[src/rtl/display_scan_controller.sv]
// display_scan_controller: row-scanned PWM driver for a small LED matrix.
// Frame data is double-buffered. A load during a scan is held in a pending
// buffer and moves to the active buffer only at the end of a frame.
module display_scan_controller #(
    parameter int unsigned ROWS     = 4,
    parameter int unsigned COLS     = 4,
    parameter int unsigned PRESCALE = 8
) (
    input  logic                             HCLK,
    input  logic                             HRESETn,
    input  logic                             load_enable,
    input  logic [ROWS-1:0][COLS-1:0][3:0]   pixels,
    input  logic [3:0]                       brightness_value,
    input  logic                             enable,
    output logic [ROWS-1:0]                  row_sel,
    output logic [COLS-1:0]                  col_drive,
    output logic                             busy,
    output logic                             frame_done,
    output logic                             output_enable,
    output logic [3:0]                       pixel
);

    localparam int unsigned ROW_W = (ROWS > 1) ? $clog2(ROWS) : 1;
    localparam int unsigned PRE_W = (PRESCALE > 1) ? $clog2(PRESCALE) : 1;
    localparam int unsigned PWM_W = 4;
    localparam int unsigned INT_W = 4;

    localparam logic [1:0] IDLE  = 2'd0;
    localparam logic [1:0] SCAN  = 2'd1;
    localparam logic [1:0] BLANK = 2'd2;

    localparam logic [ROW_W-1:0] ROW_LAST = ROW_W'(ROWS - 1);
    localparam logic [PRE_W-1:0] PRE_LAST = PRE_W'(PRESCALE - 1);
    localparam logic [PWM_W-1:0] PWM_LAST = '1;

    typedef logic [ROWS-1:0][COLS-1:0][INT_W-1:0] frame_t;

    logic [1:0]       state, state_nxt;
    logic [ROW_W-1:0] row, row_nxt;
    logic [PWM_W-1:0] pwm_cnt, pwm_nxt;
    logic [PRE_W-1:0] pre_cnt, pre_nxt;
    frame_t           act_pix, act_pix_nxt;
    frame_t           pend_pix, pend_pix_nxt;
    logic [3:0]       act_bri, act_bri_nxt;
    logic [3:0]       pend_bri, pend_bri_nxt;
    logic             pend_flag, pend_flag_nxt;
    logic [ROWS-1:0]  row_sel_nxt;
    logic [COLS-1:0]  col_nxt;
    logic             frame_end_c;
    logic [3:0]       pixel_nxt;

    // PWM threshold: intensity scaled by (brightness+1), upper nibble of the 8-bit result
    function automatic logic [INT_W-1:0] thr_f(input logic [INT_W-1:0] p, input logic [3:0] b);
        logic [8:0] prod;
        prod = 9'(p) * (9'(b) + 9'd1);
        return 4'(prod >> 4);
    endfunction

    // Next-state, buffer and output decode; outputs are computed from next values so they align with state
    always_comb begin
        state_nxt     = state;
        row_nxt       = row;
        pwm_nxt       = pwm_cnt;
        pre_nxt       = pre_cnt;
        act_pix_nxt   = act_pix;
        act_bri_nxt   = act_bri;
        pend_pix_nxt  = pend_pix;
        pend_bri_nxt  = pend_bri;
        pend_flag_nxt = pend_flag;
        row_sel_nxt   = '0;
        col_nxt       = '0;
        pixel_nxt     = pixel;
        frame_end_c   = (state == BLANK) && (row == ROW_LAST);

        case (state)
            IDLE: begin
                if (enable) begin
                    state_nxt = SCAN;
                    row_nxt   = '0;
                    pwm_nxt   = '0;
                    pre_nxt   = '0;
                end
            end
            SCAN: begin
                if (pre_cnt == PRE_LAST) begin
                    pre_nxt = '0;
                    if (pwm_cnt == PWM_LAST) begin
                        pwm_nxt   = '0;
                        state_nxt = BLANK;
                    end else begin
                        pwm_nxt = pwm_cnt + PWM_W'(1);
                    end
                end else begin
                    pre_nxt = pre_cnt + PRE_W'(1);
                end
            end
            BLANK: begin
                pwm_nxt = '0;
                pre_nxt = '0;
                if (row == ROW_LAST) begin
                    row_nxt   = '0;
                    state_nxt = enable ? SCAN : IDLE;
                end else begin
                    row_nxt   = row + ROW_W'(1);
                    state_nxt = SCAN;
                end
            end
            default: state_nxt = IDLE;
        endcase

        // Buffer handling: direct load when idle, pending load while scanning, swap at frame end
        if (frame_end_c) begin
            pixel_nxt     = pixel + 4'd1;
            pend_flag_nxt = 1'b0;
            if (load_enable) begin
                act_pix_nxt = pixels;
                act_bri_nxt = brightness_value;
            end else if (pend_flag) begin
                act_pix_nxt = pend_pix;
                act_bri_nxt = pend_bri;
            end
        end else if (load_enable) begin
            if (state == IDLE) begin
                act_pix_nxt = pixels;
                act_bri_nxt = brightness_value;
            end else begin
                pend_pix_nxt  = pixels;
                pend_bri_nxt  = brightness_value;
                pend_flag_nxt = 1'b1;
            end
        end

        if (state_nxt == SCAN) begin
            row_sel_nxt = ROWS'(1) << row_nxt;
            for (int c = 0; c < COLS; c++) begin
                col_nxt[c] = pwm_nxt < thr_f(act_pix_nxt[row_nxt][c], act_bri_nxt);
            end
        end
    end

    // State, counters, buffers and registered outputs
    always_ff @(posedge HCLK or negedge HRESETn) begin
        if (!HRESETn) begin
            state         <= IDLE;
            row           <= '0;
            pwm_cnt       <= '0;
            pre_cnt       <= '0;
            act_pix       <= '0;
            act_bri       <= 4'b0010;
            pend_pix      <= '0;
            pend_bri      <= '0;
            pend_flag     <= 1'b0;
            row_sel       <= '0;
            col_drive     <= '0;
            busy          <= 1'b0;
            frame_done    <= 1'b0;
            output_enable <= 1'b0;
            pixel         <= '0;
        end else begin
            state         <= state_nxt;
            row           <= row_nxt;
            pwm_cnt       <= pwm_nxt;
            pre_cnt       <= pre_nxt;
            act_pix       <= act_pix_nxt;
            act_bri       <= act_bri_nxt;
            pend_pix      <= pend_pix_nxt;
            pend_bri      <= pend_bri_nxt;
            pend_flag     <= pend_flag_nxt;
            row_sel       <= row_sel_nxt;
            col_drive     <= col_nxt;
            busy          <= (state_nxt != IDLE);
            frame_done    <= (state_nxt == BLANK) && (row_nxt == ROW_LAST);
            output_enable <= (state_nxt == BLANK) && (row_nxt == ROW_LAST);
            pixel         <= pixel_nxt;
        end
    end

endmodule

[config.mk]
export PLATFORM = sky130hd
export DESIGN_NAME = display_scan_controller
export DESIGN_NICKNAME = d
export VERILOG_FILES = /design/src/rtl/display_scan_controller.sv
export SDC_FILE = /design/constraint.sdc
export NUM_CORES = 1
export LEC_CHECK = 0
export ABC_AREA = 1
export CAP_MARGIN = 15
export CORE_MARGIN = 2
export CORE_UTILIZATION = 50
export CTS_BUF_LIST = sky130_fd_sc_hd__clkbuf_4 sky130_fd_sc_hd__clkbuf_8
export CTS_CLUSTER_SIZE = 14
export DETAILED_ROUTE_END_ITERATION = 10
export GPL_ROUTABILITY_DRIVEN = 0
export PLACE_DENSITY = 0.72
export SLEW_MARGIN = 20
export SYNTH_ARGS = -nofsm -noshare
export SYNTH_HDL_FRONTEND = slang
export SYNTH_SLANG_ARGS = --single-unit
export TNS_END_PERCENT = 50
[constraint.sdc]
create_clock -name HCLK -period 7.6 [get_ports HCLK]
set_input_delay 1.52 -clock HCLK [delete_from_list [all_inputs] [get_ports HCLK]]
set_output_delay 1.52 -clock HCLK [all_outputs]
set_load 0.05 [all_outputs]
==> impl_metrics.csv, run 1 <==
group,metric,value,unit
synthesis,synthesis.area_per_instance,7.15,µm²
placed_design,port-buffer-count,86,
critical_path,category_of_the_worst_setup_path_launch_point,"input pin",
critical_path,setup.worst_path.end_class,"flip-flop",
critical_path,worst-endpoint-required,8.02,ns
clock_network,numCtsBuffers,17,
synthesis,yosys.area.top_type_share,35.5,%
die,die_width,155,µm
synthesis,synth-edff-count,0,
synthesis,postSynth.asyncResetShare,100,%
clock_network,ctsHtreeMaxLevel,4,
clock_network,root_buffer,"sky130_fd_sc_hd__clkbuf_8",
pwr,clock_power_share,17.6,%
pwr,power.share.sequential,32.2,%
die,standard_cell_row_count,55,
hold_path,hold_path_startpoint,"pixel[3]$_DFFE_PN0N_",
routing,postRouteWirelength,29200,µm
pwr,swShare,43.6,%
grt,grt_pass1_wl,49300,µm
routing,dr.first_iter.drc_count,725,
sta,holdWs,0.466,ns
critical_path,worstPathMaxFanout,9,
die,coreArea,22400,µm²
grt,grt_antenna_before_repair,0,
pwr,combinational_cell_fraction_of_total_power,50.2,%
clock_network,cts_tree,"yes",
sta,timing_worst_slew_pin_value,1.03,ns
finish,final_nets,1773,
hold_path,whs_path_depth,1,
routing,number_of_vias_per_cell_after_detailed_routing,5.33,
hold_path,hp-class,"flip-flop to flip-flop",
sta,highest_clock_rate,159,MHz
synthesis,yosysWarnings,0,
sta,final.period_utilization,82.8,%
clock_network,tritoncts_num_sinks,162,
placed_design,placed_area,12300,µm²
sta,finalWorstSetupSlack,1.31,ns
critical_path,timing.critical_path.arrival,6.71,ns
synthesis,netlist.top_cell.by_area,"sky130_fd_sc_hd__dfrtp_1",
routing,drc_errors,0,
synthesis,yosys.cell_types.count,47,
finish,antenna_cells_inserted,0,
routing,post_drt_wl_per_cell,15.2,µm
synthesis,postSynth.topFlopCell,"sky130_fd_sc_hd__dfrtp_1",
placed_design,dp_hpwl,19800,µm
placed_design,placement.setup.worst_slack,0.890,ns
routing,firstDrtPassIters,5,
finish,synthToLayoutAreaGrowth,11.7,%
run,cap_viol_max_count,0,
sta,timing.slew.headroom,30.5,%
die,die_height,155,µm
grt,globalRouteTotalUtil,25.5,%
die,fp.dieArea,23900,µm²
synthesis,synth.top_cells.by_area,"sky130_fd_sc_hd__dfrtp_1 36%, sky130_fd_sc_hd__nand2_1 17%, sky130_fd_sc_hd__inv_1 7.8%",
clock_network,clock_path_buffers,2,
finish,fraction_of_layout_cells_with_a_size_suffix_above_1,6.65,%
sta,fin_tns_setup,0,ns
hold_path,hold_path_end,"pixel[3]$_DFFE_PN0N_",
clock_network,post-cts-setup-buffers,0,
sta,final-max-slew-violation-count,0,
routing,drtAntennaViolNets,0,
sta,setup_viol,0,
pwr,powerDensity,284,nW/µm²
critical_path,crit-reg2reg-capture,"col_drive[2]$_DFF_PN0_",
routing,routed-via-count,10300,
finish,final_cell_area,12700,µm²
critical_path,crit-reg2reg-launch,"pend_flag$_DFFE_PN0P_",
pwr,cellInternalPower,2.02,mW
finish,postLayoutCoreUtil,56.5,%
grt,gr-total-overflow,0,
sta,finalClockSkew,0.0202,ns
synthesis,yosysSeqAreaShare,35.8,%
sta,hold_viol_final,0,
synthesis,netlist_area,11300,µm²
pwr,netSwitchingPower,1.57,mW
pwr,max-vdd-ir-drop,0.000153,V
grt,grt_pass1_vias,9965,
clock_network,postCtsHoldBufs,0,
grt,grt_max_degree,89,
die,initial_core_utilization,50.5,%
synthesis,synth.ff_latch_count,162,
synthesis,synthesis.nets,1733,
clock_network,clkSlewWorstSetupHoldPaths,0.10,ns
pwr,power_leakage,6.79,nW
clock_network,clock_latency_on_the_worst_skew_pair,0.49,ns
critical_path,timing.reg2reg.setup_slack,1.59,ns
sta,grt_setup_unrepaired,"false",
run_status,run_status,"finished clean",
critical_path,setup.worst_path.class,"input pin to flip-flop",
sta,final_period_minus_worst_setup_slack,6.29,ns
synthesis,number_of_instances_in_the_synthesized_netlist,1587,
clock_network,cts_resized,0,
critical_path,cell_count_of_the_worst_reg_to_reg_path,30,
die,io_pins,87,
per-layer routing:
| layer | up-vias | share of wire (%) | track usage [%] | wire [µm] |
|---|---|---|---|---|
| met5 | - | 0 | 0 | 0 |
| li1 | 5090 | - | - | - |
| met4 | 0 | 2.6 | 8.60 | 750 |
| met2 | 306 | 46 | 41.9 | 13500 |
| met3 | 54 | 5.5 | 4.68 | 1600 |
| met1 | 4809 | 46 | 34.2 | 13300 |
cell type report:
cell class / count / area (µm²)
Clock inverter: 14 / 130
Inverter: 248 / 931
Fill cell: 2061 / 9770
Sequential cell: 162 / 4060
Tap cell: 285 / 357
Multi-Input combinational cell: 1097 / 5970
Clock buffer: 18 / 248
Timing Repair Buffer: 101 / 972
state kept, by name (all words and copies together) (netlist names), 3 cells and up:
signal and cells:
act_bri 4, col_drive 4, pixel 4, pwm_cnt 4, act_pix 64, pend_bri 4, pre_cnt 3, pend_pix 64
row_sel 4
how the worst max path moves through the flow:
stage,start,to,slack (ns),cells after the start
after floorplan,load_enable,col_drive[3]$_DFF_PN0_,1.42,29
after global placement,enable,col_drive[1]$_DFF_PN0_,0.95,28
after detailed placement,enable,col_drive[1]$_DFF_PN0_,0.89,28
after CTS,brightness_value[0],col_drive[3]$_DFF_PN0_,1.38,27
after global routing,brightness_value[0],col_drive[3]$_DFF_PN0_,0.95,27
final,brightness_value[0],col_drive[3]$_DFF_PN0_,1.31,27
metrics by stage:
stage,std cells,total power [mW]
finish,1925,3.59
CTS,1925,3.60
global route,1925,3.97
global placement,1893,2.91
detailed placement,1893,2.96
floorplan,1587,2.51
synth_stat cells (all sizes together), types with 3 or more instances:
library cell,instances
nand3b,3
clkbuf,18
o22ai,3
a32oi,5
a22oi,11
mux2,28
nand4,8
o21bai,4
o21a,11
o21ai,86
a211oi,6
o211ai,27
nand2,519
nand3,124
buf,62
nor3,21
a31oi,5
xor2,13
fa,20
inv,246
ha,54
dfrtp,161
a21oi,48
nor2,92
critical path: stages:
cell,delay [ns]
sky130_fd_sc_hd__clkdlybuf4s50_1,0.49
sky130_fd_sc_hd__inv_1,0.10
sky130_fd_sc_hd__a21oi_1,0.06
sky130_fd_sc_hd__o21ai_1,0.27
sky130_fd_sc_hd__nand2_1,0.14
sky130_fd_sc_hd__ha_1,0.49
sky130_fd_sc_hd__clkinv_1,0.40
sky130_fd_sc_hd__or2_2,0.43
sky130_fd_sc_hd__fa_1,0.50
sky130_fd_sc_hd__fa_1,0.54
sky130_fd_sc_hd__inv_1,0.04
sky130_fd_sc_hd__ha_1,0.29
sky130_fd_sc_hd__nand2_1,0.06
sky130_fd_sc_hd__inv_1,0.05
sky130_fd_sc_hd__nand3_1,0.07
sky130_fd_sc_hd__nor3_1,0.20
sky130_fd_sc_hd__nand2_1,0.09
sky130_fd_sc_hd__nand2_1,0.07
sky130_fd_sc_hd__nand2_1,0.07
sky130_fd_sc_hd__nand2_1,0.06
sky130_fd_sc_hd__nand2_1,0.06
sky130_fd_sc_hd__nand2_1,0.07
sky130_fd_sc_hd__xor2_1,0.16
sky130_fd_sc_hd__ha_1,0.25
sky130_fd_sc_hd__nand2_1,0.06
sky130_fd_sc_hd__inv_1,0.04
sky130_fd_sc_hd__a21oi_1,0.14
cell usage in the layout, fill, tap and decap left out, types with 2 or more instances in the layout:
master                            instances
sky130_fd_sc_hd__a22oi_1                 11
sky130_fd_sc_hd__nand3_1                122
sky130_fd_sc_hd__a21oi_1                 48
sky130_fd_sc_hd__o21ai_1                 15
sky130_fd_sc_hd__nand4_1                  8
sky130_fd_sc_hd__nand2_2                  6
sky130_fd_sc_hd__nor2_1                  89
sky130_fd_sc_hd__o21ai_0                 70
sky130_fd_sc_hd__clkinv_4                 2
sky130_fd_sc_hd__fa_1                    20
sky130_fd_sc_hd__o21bai_1                 4
sky130_fd_sc_hd__xnor2_1                  2
sky130_fd_sc_hd__nor3_2                   4
sky130_fd_sc_hd__nor3_1                  17
sky130_fd_sc_hd__o22ai_1                  3
sky130_fd_sc_hd__xor2_1                  13
sky130_fd_sc_hd__clkdlybuf4s50_1         84
sky130_fd_sc_hd__clkinv_1                 2
sky130_fd_sc_hd__dfrtp_1                160
sky130_fd_sc_hd__nand2_1                513
sky130_fd_sc_hd__buf_4                   16
sky130_fd_sc_hd__nor2_2                   2
sky130_fd_sc_hd__o211ai_1                26
sky130_fd_sc_hd__o21a_1                  11
sky130_fd_sc_hd__ha_1                    54
sky130_fd_sc_hd__a211oi_1                 6
sky130_fd_sc_hd__inv_1                  236
sky130_fd_sc_hd__clkinvlp_4               4
sky130_fd_sc_hd__inv_2                   10
sky130_fd_sc_hd__nand3b_1                 3
sky130_fd_sc_hd__clkinv_2                 3
sky130_fd_sc_hd__mux2_2                  28
sky130_fd_sc_hd__nand3_4                  2
sky130_fd_sc_hd__clkbuf_8                18
sky130_fd_sc_hd__a31oi_1                  4
sky130_fd_sc_hd__inv_6                    3
sky130_fd_sc_hd__a32oi_1                  5
logic make-up (layout without fill, tap and decap cells):
family                   after synthesis  count (layout)  share of synthesized area [%]
buffers and inverters                328             381                           11.8
AND/OR/NAND/NOR                      769             769                           27.8
adder cells (fa/ha/maj)               74              74                           9.49
flip-flops                           162             162                           35.8
XOR/XNOR                              15              15                           1.16
multiplexers                          28              28                           2.78
AO/OA/AOI/OAI                        211             211                           11.2
power groups by stage:
stage                     clock network [mW]  logic (mW)  registers (mW)
final                                  0.632        1.80            1.16
after global routing                   0.677        2.11            1.18
after CTS                              0.644        1.80            1.16
after detailed placement                   0        1.79            1.17
after global placement                     0        1.74            1.17
after floorplan                            0        1.32            1.19
Note: power is estimated with default switching activity, not from simulation.
==> run 2, diff against run 1 <==
==> constraint.sdc (replaced) <==
create_clock -name HCLK -period 6.6 [get_ports HCLK]
set_input_delay 1.32 -clock HCLK [delete_from_list [all_inputs] [get_ports HCLK]]
set_output_delay 1.32 -clock HCLK [all_outputs]
set_load 0.05 [all_outputs]
==> run 2 against run 1 <==
Compared with the run above: non-clock buffer count grew 13; global-route usage decreased by 0.11 points; clock power rose by 18%; utilization rose by 0.52 points; wire length is 1.2% higher; sequential cell count unchanged; critical endpoint unchanged; largest cell class unchanged; largest power group unchanged.
==> impl_metrics.csv, run 2 (same netlist as run 1, synthesis figures left out) <==
group,metric,value,unit
placed_design,placed_cells_incl_taps,1906,
pwr,netSwitchingPower,1.80,mW
routing,firstDrtPassIters,5,
clock_network,cts_tree,"yes",
sta,final_period_minus_worst_setup_slack,5.88,ns
critical_path,max_stage_delay_on_crit_path,0.69,ns
pwr,power.share.sequential,32.0,%
die,initial_core_utilization,50.5,%
die,io_pins,87,
critical_path,setup.worst_path.class,"input pin to flip-flop",
sta,setup_viol,0,
clock_network,clock_path_buffers,2,
critical_path,cpLargestDelayFamily,"simple AND/OR/NAND/NOR gates",
die,coreArea,22400,µm²
run_status,run_status,"finished clean",
critical_path,critical_path.slowest_cell,"sky130_fd_sc_hd__nor2_2",
routing,postRouteWirelength,29500,µm
grt,grt_max_degree,70,
sta,final-max-slew-violation-count,0,
sta,hold_viol_final,0,
grt,globalRouteTotalUtil,25.4,%
hold_path,hold_path_end,"pixel[3]$_DFFE_PN0N_",
routing,maxUsedRoutingLayer,"met4",
critical_path,crit-reg2reg-launch,"row[0]$_DFF_PN0_",
finish,fraction_of_layout_cells_with_a_size_suffix_above_1,7.38,%
clock_network,tritoncts_num_sinks,162,
finish,final_nets,1786,
sta,fin_tns_setup,0,ns
critical_path,cell_count_of_the_worst_reg_to_reg_path,28,
finish,synthToLayoutAreaGrowth,12.7,%
clock_network,cts_resized,0,
critical_path,cp.buffers_inverters,4,
die,standard_cell_row_count,55,
clock_network,root_buffer,"sky130_fd_sc_hd__clkbuf_8",
routing,routed-via-count,10400,
routing,number_of_vias_per_cell_after_detailed_routing,5.35,
routing,drc_errors,0,
placed_design,port-buffer-count,86,
hold_path,hold_path_startpoint,"pixel[3]$_DFFE_PN0N_",
routing,post_drt_wl_per_cell,15.2,µm
critical_path,crit-reg2reg-capture,"col_drive[2]$_DFF_PN0_",
critical_path,timing.critical_path.arrival,6.27,ns
sta,final.period_utilization,89.2,%
routing,detailroute.wirelength.met3,1830,µm
routing,drtAntennaViolNets,0,
finish,layout_top_registers,"act_pix: 64 flops, pend_pix: 64 flops",
clock_network,ctsHtreeMaxLevel,4,
clock_network,postCtsHoldBufs,0,
critical_path,category_of_the_worst_setup_path_launch_point,"input pin",
finish,fin_cells,1938,
grt,grt_pass1_vias,9760,
clock_network,clkSlewWorstSetupHoldPaths,0.10,ns
sta,timing.slew.headroom,37.4,%
critical_path,setup.worst_path.end_class,"flip-flop",
sta,grt_setup_unrepaired,"false",
routing,dr.first_iter.drc_count,895,
clock_network,post-cts-setup-buffers,0,
critical_path,timing.reg2reg.setup_slack,1.01,ns
sta,holdWs,0.474,ns
die,die_height,155,µm
pwr,combinational_cell_fraction_of_total_power,50.1,%
routing,met2RoutedLength,14100,µm
finish,mostFrequentLayoutCells,"513 x sky130_fd_sc_hd__nand2_1, 236 x sky130_fd_sc_hd__inv_1, 160 x sky130_fd_sc_hd__dfrtp_1",
pwr,swShare,43.2,%
sta,highest_clock_rate,170,MHz
placed_design,dp_hpwl,20500,µm
finish,antenna_cells_inserted,0,
die,die_width,155,µm
grt,grt_antenna_before_repair,0,
clock_network,numCtsBuffers,17,
finish,final_common_cell,"sky130_fd_sc_hd__nand2_1",
sta,timing_worst_slew_pin_value,0.929,ns
grt,gr-total-overflow,0,
sta,finalClockSkew,0.0187,ns
pwr,power_leakage,6.87,nW
pwr,cellInternalPower,2.37,mW
critical_path,cp_common_cell,"sky130_fd_sc_hd__nand2_1",
grt,grt_pass1_wl,49100,µm
hold_path,hp-class,"flip-flop to flip-flop",
critical_path,worstPathMaxFanout,13,
die,fp.dieArea,23900,µm²
hold_path,whs_path_depth,1,
clock_network,clock_latency_on_the_worst_skew_pair,0.47,ns
pwr,max-vdd-ir-drop,0.000136,V
pwr,clock_power_share,17.8,%
pwr,powerDensity,327,nW/µm²
routing,detail_route.wirelength.met1,13200,µm
run,cap_viol_max_count,0,
critical_path,worst-endpoint-required,6.99,ns
## run 2: worst max-delay path by stage
stage | slack [ns] | to | depth (start not counted) | from
finish | 0.72 | col_drive[3]$_DFF_PN0_ | 27 | enable
global route | 0.31 | col_drive[3]$_DFF_PN0_ | 27 | enable
CTS | 0.74 | col_drive[3]$_DFF_PN0_ | 27 | enable
floorplan | 0.62 | col_drive[3]$_DFF_PN0_ | 29 | load_enable
global placement | 0.32 | col_drive[3]$_DFF_PN0_ | 27 | enable
detailed placement | 0.27 | col_drive[3]$_DFF_PN0_ | 27 | enable
## run 2: metal layers
metal	up-vias	global-route usage, %
li1	5115	-
met1	4892	35.2
met2	327	41.7
met3	35	4.43
met4	0	6.22
met5	-	0
## run 2: cell type report
class                           count  area [µm²]
Clock buffer                       20         275
Multi-Input combinational cell   1097        5970
Sequential cell                   162        4060
Fill cell                        1994        9650
Timing Repair Buffer              114        1070
Inverter                          248         931
Clock inverter                     12         123
Tap cell                          285         357
## run 2: power by group through the flow
| stage | clock network, mW | logic (mW) | registers (mW) |
|---|---|---|---|
| global route | 0.798 | 2.43 | 1.36 |
| finish | 0.745 | 2.09 | 1.34 |
| CTS | 0.756 | 2.10 | 1.34 |
| global placement | 0 | 2.03 | 1.35 |
| floorplan | 0 | 1.52 | 1.37 |
| detailed placement | 0 | 2.08 | 1.36 |
## run 2: per-stage QoR
stage | worst slack, ns | power [mW] | util [%] | cell area [µm²]
finish | 0.715 | 4.18 | 57.0 | 12800
global route | 0.309 | 4.59 | 57.0 | 12800
CTS | 0.739 | 4.19 | 57.0 | 12800
detailed placement | 0.271 | 3.43 | 55.2 | 12400
global placement | 0.322 | 3.38 | 55.2 | 12400
floorplan | 0.616 | 2.89 | - | 11300
